<file path="src/rtl/light_pkg.sv">
// light_pkg: shared definitions for the light tracking PWM controller.
//   chan_state_t : per-channel state encoding (OFF, START, RUN)
//   err_width()  : width of the signed target-current error for W-bit inputs
//   clamp_val()  : saturate an integer into [lo, hi]
package light_pkg;

  typedef enum logic [1:0] {
    CH_OFF   = 2'd0,
    CH_START = 2'd1,
    CH_RUN   = 2'd2
  } chan_state_t;

  // One extra bit holds the sign of target - current for unsigned W-bit operands.
  function automatic int err_width(input int w);
    return w + 1;
  endfunction

  // Arithmetic is done in int so that shadow+STEP / shadow-STEP can leave the
  // W-bit range without wrapping before it is saturated.
  function automatic int clamp_val(input int v, input int lo, input int hi);
    if (v < lo) begin
      return lo;
    end else if (v > hi) begin
      return hi;
    end else begin
      return v;
    end
  endfunction

endpackage

</file>
<file path="src/rtl/light_chan.sv">
// light_chan: one light channel -- state machine, shadow/active duty and the
// PWM compare.
// Ports:
//   clk, rst          clock, synchronous active-high reset
//   tick              control tick from the top level (inputs sampled here)
//   wrap              high while the shared PWM counter is at its last count
//   pwm_cnt [W]       shared PWM counter value
//   en, mode          channel enable (level), 0 = track, 1 = direct duty
//   current, target   measured brightness and setpoint, unsigned
//   pwm               registered PWM output
//   duty [W]          active (applied) duty
//   at_target         error inside the deadband at the last tick while in RUN
module light_chan
  import light_pkg::*;
#(
  parameter int W        = 8,
  parameter int STEP     = 1,
  parameter int DEADBAND = 2,
  parameter int MIN_DUTY = 1,
  parameter int MAX_DUTY = 254
) (
  input  logic         clk,
  input  logic         rst,
  input  logic         tick,
  input  logic         wrap,
  input  logic [W-1:0] pwm_cnt,
  input  logic         en,
  input  logic         mode,
  input  logic [W-1:0] current,
  input  logic [W-1:0] target,
  output logic         pwm,
  output logic [W-1:0] duty,
  output logic         at_target
);

  localparam int EW = err_width(W);
  localparam logic signed [EW-1:0] DB_POS = EW'(DEADBAND);
  localparam logic signed [EW-1:0] DB_NEG = -DB_POS;

  chan_state_t          state;
  logic [W-1:0]         shadow;
  logic signed [EW-1:0] err;
  logic [W-1:0]         up_val;
  logic [W-1:0]         dn_val;
  logic [W-1:0]         direct_val;
  logic                 direct_hit;

  assign err = $signed({1'b0, target}) - $signed({1'b0, current});

  // Candidate next shadow values, already saturated to [MIN_DUTY, MAX_DUTY].
  always_comb begin
    up_val     = W'(clamp_val(int'(shadow) + STEP, MIN_DUTY, MAX_DUTY));
    dn_val     = W'(clamp_val(int'(shadow) - STEP, MIN_DUTY, MAX_DUTY));
    direct_val = W'(clamp_val(int'(target), MIN_DUTY, MAX_DUTY));
    direct_hit = (direct_val == target);
  end

  // Channel FSM. Dropping en clears both duty registers at once instead of
  // waiting for the PWM wrap, so the light goes dark on the next cycle.
  // Active duty only reloads at the wrap so a PWM period is never cut short.
  always_ff @(posedge clk) begin
    if (rst || !en) begin
      state     <= CH_OFF;
      shadow    <= '0;
      duty      <= '0;
      pwm       <= 1'b0;
      at_target <= 1'b0;
    end else begin
      pwm <= (pwm_cnt < duty);
      if (wrap) begin
        duty <= shadow;
      end
      case (state)
        CH_OFF: begin
          state <= CH_START;
        end
        CH_START: begin
          if (tick) begin
            shadow <= W'(MIN_DUTY);
            state  <= CH_RUN;
          end
        end
        CH_RUN: begin
          if (tick) begin
            if (mode) begin
              shadow    <= direct_val;
              at_target <= direct_hit;
            end else if (err > DB_POS) begin
              shadow    <= up_val;
              at_target <= 1'b0;
            end else if (err < DB_NEG) begin
              shadow    <= dn_val;
              at_target <= 1'b0;
            end else begin
              at_target <= 1'b1;
            end
          end
        end
        default: begin
          state <= CH_OFF;
        end
      endcase
    end
  end

endmodule

</file>
<file path="src/rtl/light_track_pwm.sv">
// light_track_pwm: CH-channel brightness tracker driving PWM outputs.
// Holds the shared control-tick and PWM counters and one light_chan per channel.
// Ports:
//   clk, rst            clock, synchronous active-high reset
//   en [CH]             per-channel enable
//   mode [CH]           per-channel mode, 0 = closed-loop track, 1 = direct duty
//   current [CH*W]      measured brightness, channel i at [i*W +: W]
//   target [CH*W]       setpoint, same packing
//   pwm [CH]            registered PWM outputs
//   duty [CH*W]         active duty per channel
//   at_target [CH]      channel on target at the last tick
//   tick                one-cycle pulse per control tick
module light_track_pwm
  import light_pkg::*;
#(
  parameter int CH       = 4,
  parameter int W        = 8,
  parameter int TICK_DIV = 50000,
  parameter int STEP     = 1,
  parameter int DEADBAND = 2,
  parameter int MIN_DUTY = 1,
  parameter int MAX_DUTY = (1 << W) - 2
) (
  input  logic            clk,
  input  logic            rst,
  input  logic [CH-1:0]   en,
  input  logic [CH-1:0]   mode,
  input  logic [CH*W-1:0] current,
  input  logic [CH*W-1:0] target,
  output logic [CH-1:0]   pwm,
  output logic [CH*W-1:0] duty,
  output logic [CH-1:0]   at_target,
  output logic            tick
);

  localparam int TW = $clog2(TICK_DIV);
  localparam logic [TW-1:0] TICK_LAST = TW'(TICK_DIV - 1);
  // The PWM counter stops one short of all-ones so a duty of 2^W-1 would be
  // fully on; the period is 2^W-1 cycles.
  localparam logic [W-1:0] PWM_LAST = {{(W-1){1'b1}}, 1'b0};

  logic [TW-1:0] tick_cnt;
  logic [W-1:0]  pwm_cnt;
  logic          wrap;

  // tick is decoded from the counter; reset forces the counter to 0, so tick
  // is low in the cycle after reset and the first tick lands TICK_DIV cycles later.
  assign tick = (tick_cnt == TICK_LAST);
  assign wrap = (pwm_cnt == PWM_LAST);

  // Control tick divider.
  always_ff @(posedge clk) begin
    if (rst) begin
      tick_cnt <= '0;
    end else if (tick) begin
      tick_cnt <= '0;
    end else begin
      tick_cnt <= tick_cnt + TW'(1);
    end
  end

  // Shared PWM period counter.
  always_ff @(posedge clk) begin
    if (rst) begin
      pwm_cnt <= '0;
    end else if (wrap) begin
      pwm_cnt <= '0;
    end else begin
      pwm_cnt <= pwm_cnt + W'(1);
    end
  end

  for (genvar i = 0; i < CH; i++) begin : g_chan
    light_chan #(
      .W        (W),
      .STEP     (STEP),
      .DEADBAND (DEADBAND),
      .MIN_DUTY (MIN_DUTY),
      .MAX_DUTY (MAX_DUTY)
    ) u_chan (
      .clk       (clk),
      .rst       (rst),
      .tick      (tick),
      .wrap      (wrap),
      .pwm_cnt   (pwm_cnt),
      .en        (en[i]),
      .mode      (mode[i]),
      .current   (current[i*W +: W]),
      .target    (target[i*W +: W]),
      .pwm       (pwm[i]),
      .duty      (duty[i*W +: W]),
      .at_target (at_target[i])
    );
  end

endmodule

</file>
<file path="config.mk">
export PLATFORM = sky130hd
export DESIGN_NAME = light_track_pwm
export DESIGN_NICKNAME = d
export VERILOG_FILES = /design/src/rtl/light_pkg.sv /design/src/rtl/light_chan.sv /design/src/rtl/light_track_pwm.sv
export SDC_FILE = /design/constraint.sdc
export NUM_CORES = 1
export LEC_CHECK = 0
export ABC_AREA = 1
export ABC_CLOCK_PERIOD_IN_PS = 3100
export CAP_MARGIN = 20
export CORE_MARGIN = 8
export CORE_UTILIZATION = 48
export DETAILED_ROUTE_END_ITERATION = 10
export PLACE_DENSITY = 0.75
export SYNTH_ARGS = -nofsm -noshare
export SYNTH_HDL_FRONTEND = slang
export SYNTH_SLANG_ARGS = --single-unit
</file>
<file path="constraint.sdc">
create_clock -name clk -period 3.1 [get_ports clk]
set_clock_uncertainty 0.2 [all_clocks]
set_input_delay 0.465 -clock clk [delete_from_list [all_inputs] [get_ports clk]]
set_output_delay 0.465 -clock clk [all_outputs]
set_load 0.005 [all_outputs]
</file>
After elaboration in Yosys (flattened, before gate mapping). Cells that the tools add are included.

Register bits: 104. Output and inout bits: 41.

Add/subtract/negate cells: 14. Magnitude comparators: 36. Equal/unequal tests: 26. Mux-type cells: 62. Bitwise logic cells: 4. Reductions and logical operators: 30.

Operator list (number): $mux W8 (41); $lt A9 B2 Y1 const B (8); $pmux W8 S2 (4); $add A8 B1 Y9 const B (4); $gt A9 B3 Y1 const B (4); $gt A9 B8 Y1 const B (4); $gt A9 B9 Y1 const B (4); $lt A9 B1 Y1 const B (4); $sub A8 B1 Y9 const B (4); $sub A8 B8 Y9 (4); $eq A8 B8 Y1 (4); $gt A8 B8 Y1 const B (4); $lt A8 B1 Y1 const B (4); $lt A8 B8 Y1 (4); $pmux W2 S3 (4); $add A16 B1 Y16 const B (1); $eq A16 B16 Y1 const B (1); $ne A2 B2 Y1 const B (8); $ne A4 B2 Y1 const B (4); $reduce_and A2 Y1 (8); $reduce_and A4 Y1 (4); $mux W1 (12); $add A8 B1 Y8 const B (1); $eq A2 B1 Y1 const B (4); 9 further kinds (28).

Longest topological paths before layout.
Word-level depth: 9. Mapped depth: 20. Gate-level depth less buffers: 19.

Hierarchy. Synthesis repeated with hierarchy kept, for this count alone.

Cells, all modules: 1710. Area, all modules: 10633.9 um^2.

Modules (own cells, without submodules): light_chan at g_chan[0].u_chan ... (instances 3, cells each 385, area each 2394.8 um^2, seq. area each 400.4 um^2); light_chan at g_chan[2].u_chan (instances 1, cells each 386, area each 2260.9 um^2, seq. area each 400.4 um^2); light_track_pwm (instances 1, cells each 169, area each 1188.6 um^2, seq. area each 480.5 um^2).

Least setup slack after synthesis. OpenSTA, ideal clock, no wires.

Kind: input port to flip-flop. From: in current[13]. To: reg g_chan[1].u_chan.shadow[7]. Arrival time: 2155 ps. Data required time: 2787 ps. Slack: 632 ps. Stages: 15. Path through: inv_1 -> ha_1 -> nand2_1 -> inv_1 -> a21oi_1 -> nand3_1 -> nand2_1 -> nand4_4 -> nand2_4 -> nand3_4 -> nand2_4 -> nand2_4 -> buf_6 -> nor2_1 -> nor2_1.

Longest elaborated chain between the ends: 6. Elaborated cells on any way between the ends: 9. Those cells by class: 1 x add/sub; 2 x order compare; 1 x eq/ne; 4 x mux; 1 x reduce/logical.

RTL lines: start: declaration (RTL line light_track_pwm.sv:28) `input logic [CH*W-1:0] current,`; $sub A8 B8 Y9 * (RTL line light_chan.sv:48) `assign err = $signed({1'b0, target}) - $signed({1'b0, current});`; $gt A9 B3 Y1 (RTL line light_chan.sv:88) `end else if (err > DB_POS) begin`; $mux W8 (RTL line light_chan.sv:88); $mux W8 (RTL line light_chan.sv:85) `if (mode) begin`; $mux W8 (RTL line light_chan.sv:84) `if (tick) begin`; $pmux W8 S2 (RTL line light_chan.sv:73) `case (state)`; end signal: assignment (RTL line light_chan.sv:86) `shadow <= direct_val;`; end signal: assignment (RTL line light_chan.sv:89) `shadow <= up_val;`; end signal: assignment (RTL line light_chan.sv:92) `shadow <= dn_val;`; end: declaration (RTL line light_chan.sv:41) `logic [W-1:0] shadow;`.

Mark *: on every way between the ends. The rest lies on a longest branch, timed or not. The select of a mux whose other input is x is not followed. A chain may end at the register's enable or synchronous reset.

Worst setup path in the final report.
From: in target[12]. To: reg g_chan[1].u_chan.shadow[5].

Longest elaborated chain between the ends: 6. Elaborated cells on any way between the ends: 13. Those cells by class: 1 x add/sub; 4 x order compare; 1 x eq/ne; 6 x mux; 1 x reduce/logical.

RTL lines: start: declaration (RTL line light_track_pwm.sv:29) `input logic [CH*W-1:0] target,`; $sub A8 B8 Y9 or $gt A8 B8 Y1 (tied branches) (RTL line light_chan.sv:48, light_pkg.sv:23); $gt A9 B3 Y1 or $mux W8 (tied branches) (RTL line light_chan.sv:88, light_pkg.sv:23); $mux W8 (on tied branches) (RTL line light_chan.sv:88, light_pkg.sv:21); $mux W8 (RTL line light_chan.sv:85); $mux W8 (RTL line light_chan.sv:84); $pmux W8 S2 (RTL line light_chan.sv:73).

Several ways; a longest one is shown, not always the timed one. The select of a mux whose other input is x is not followed.

==> impl_results.md <==
- Status: completed
- Seq/Total Area, Yosys: 0.2005
- Post-synth EDFFs: 0
- Largest net degree at the start of global routing: 45
- Port Buf Inserts: 114
- Total track usage: 0.2088
- Final non-filler cell total: ~2200
- Drt wl/cell: roughly 13 µm
- CP startpoint kind: input port
- Max Cap Viol: 0
- Area grow syn2layout: 15.88%
- WS Path Type: input port to flip-flop
- Reg clk slew, reported paths: 0.07 ns
- CTS resizes: 0
- Setup TNS: 0 ns
- Initial Util: 0.4818
- Post-synthesis area per instance: approximately 5.8 µm²
- Most common flop cell mapped by yosys: dfxtp_1
- Die width: about 160 µm
- Period utilization: 0.8988
- Num CTS Buffers: 9
- Remaining antenna violation count: 0
- # setup viols final: 0
- Post-DR vias/cell: approximately 5.2
- Crit path DAT: approximately 2.9 ns
- Boundary Pins: 115
- FP Rows: 54
- Netlist Area Pre-Place: ~10000 µm²
- Unrepaired setup endpoints after global routing: no
- DR DRC count: 0
- Htree depth: 3
- Total Power: ~3.2 mW
- Number of global-route vias before repair: between 10000 and 15000
- Measured slew at the worst slew-check pin: around 0.50 ns
- Final GP Congestion: 0.9318
- Core Footprint: 21550 µm²
- Initial antenna violation count: 0
- Setup bufs post-CTS: 0
- Tightest Hold Check Type: flip-flop to flip-flop
- CTS sink count: between 100 and 150
- Critical R2R Launch: g_chan[2].u_chan.shadow[0]$_SDFFE_PP0P_
- R2r setup slk: ~0.43 ns
- Critical Path Slowest Stage Cell: clkdlybuf4s50_1
- Crit-path cells: clkdlybuf4s50_1, ha_1, nand2_1, nand2_1, a21oi_1, nand3_1, nand2_1, nand4_4, nand2_4, nand3_4, nand2_4, nand2_4, nand2_1, nand2_1, nor2_1
- First-pass GRT wire length: around 47 mm
- Clock buffer depth: 2
- Clock Latency Late Sink: 0.35 ns
- Placed Cells: ~2200
- Hold_sp: tick_cnt[0]$_SDFF_PP0_
- Power per cell area: ~270 nW/µm²
- Yosys warns: 0
- Iteration-0 DRC Markers: 792
- CTS tree: done
- Antenna cells: 0
- Synth Instances: 1787
- Cts-stage hold buffer count: 0
- Critical path's largest stage delay: around 0.48 ns
- Leak: 6.006 nW
- Routed vias: between 10000 and 15000
- Synth Net Count: about 1900
- Final nets: between 2000 and 2500
- Worst slew margin: 0.6652
- Cell variety after synth: 42
- Share of layout cells above drive strength 1: 0.05177
- Max Freq: between 0.3 and 0.4 GHz
- Root Buffer: clkbuf_16
- Fin crit period: around 2.8 ns
- Chip Height: 163.1 µm
- Routed WL: around 28 mm
- Asr flop ratio synth: 0
- Dpl hpwl: 22.64 mm
- Synth Register Bits: about 100
- VDD IR max: roughly 230 µV
- Worst Setup SP: target[12]
- Fin. Hold Viols: 0
- Worst path required time: 3.19 ns
- Crit Path Max Fanout: 13
- Worst Setup End Kind: flip-flop
- Overflow after GRT: 0
- Number of detailed-route iterations in the first pass: 5
- Die ar.: ~27000 µm²
- Max Slew Vio Count: 0
- Worst path most repeated cell: nand2_1
## worst max-delay path, delay by kind of cell
kind	cells	cell delay [ns]
AO/OA/AOI/OAI	1	0.27
adder cells (fa/ha/maj)	1	0.39
buffers and inverters	1	0.48
AND/OR/NAND/NOR	12	1.27
## stage by stage
| stage | instance area [µm²] | hold WS, ns | util | setup slack (ns) |
|---|---|---|---|---|
| 2_1_floorplan | 10390 | 0.2175 | - | 0.6322 |
| 3_3_place_gp | 11760 | 0.2369 | 0.5456 | 0.06726 |
| 3_5_place_dp | 11760 | 0.2415 | 0.5456 | -0.05672 |
| 4_1_cts | 12030 | 0.2600 | 0.5583 | 0.3061 |
| 5_1_grt | 12030 | 0.2796 | 0.5583 | 0.04103 |
| 6_report | 12030 | 0.2610 | 0.5583 | 0.3138 |
## power breakdown
| group | switching [mW] | total, mW | internal, mW |
|---|---|---|---|
| logic | 0.466 | 0.790 | 0.325 |
| registers | 0.0112 | 1.36 | 1.35 |
| clock network | 0.514 | 1.08 | 0.564 |
## layout make-up
class / count / area [µm²]
clock buffer: 11 / 242.7
sequential: 104 / 2082
fill: 2206 / 9519
multi-input combinational: 1334 / 6862
inverter: 299 / 1122
timing repair buffer: 141 / 1344
clock inverter: 4 / 31.28
tap: 280 / 350.3
## logic make-up after synthesis
family / share of synthesized area
XOR/XNOR: 0.01434
adder cells (fa/ha/maj): 0.1000
flip-flops: 0.2005
AND/OR/NAND/NOR: 0.4551
AO/OA/AOI/OAI: 0.09108
buffers and inverters: 0.1390
## layer usage
metal,routed length (µm),vias up,share of wire,GRT usage
met5,0,-,0,0
met4,250,0,0.0090,0.04420
met3,1730,25,0.062,0.03427
met2,12890,303,0.46,0.3580
met1,13000,5087,0.47,0.2704
li1,-,5894,-,-
## synthesized netlist by cell type, drive strengths merged (18+ instances only)
| cell type | n | area share |
|---|---|---|
| a21oi | 106 | 0.052 |
| buf | 31 | 0.020 |
| clkbuf | 18 | 0.0075 |
| dfxtp | 104 | 0.20 |
| ha | 83 | 0.10 |
| inv | 293 | 0.11 |
| nand2 | 513 | 0.20 |
| nand3 | 203 | 0.10 |
| nand4 | 60 | 0.042 |
| nor2 | 236 | 0.087 |
| nor3 | 18 | 0.0087 |
| o21ai | 52 | 0.025 |
## registers in the layout, indices dropped and copies added, names as in the netlist
register / count
g_chan.u_chan.duty: 32
g_chan.u_chan.shadow: 32
tick_cnt: 16
g_chan.u_chan.state: 8
pwm_cnt: 8
g_chan.u_chan.at_target: 4
g_chan.u_chan.pwm: 4
## path summary, 6_finish.rpt
kind                                                   to  cells past startpoint
hold / removal                     tick_cnt[0]$_SDFF_PP0_                      1
setup reg to reg  g_chan[2].u_chan.shadow[4]$_SDFFE_PP0P_                     14
hold reg to reg                    tick_cnt[0]$_SDFF_PP0_                      1
setup / recovery  g_chan[1].u_chan.shadow[5]$_SDFFE_PP0P_                     15
## cells in the final DEF, fill, tap and decap left out, types with 27 or more instances in the layout
master / Yosys / final
o21ai_0: 51 / 51
nand2_1: 487 / 486
ha_1: 83 / 83
nor2_1: 231 / 231
nand3_1: 194 / 194
clkdlybuf4s50_1: 0 / 114
a21oi_1: 104 / 104
buf_4: 9 / 27
inv_1: 290 / 290
nand4_1: 56 / 56
dfxtp_1: 104 / 104
(Power assumes the default switching activity.)
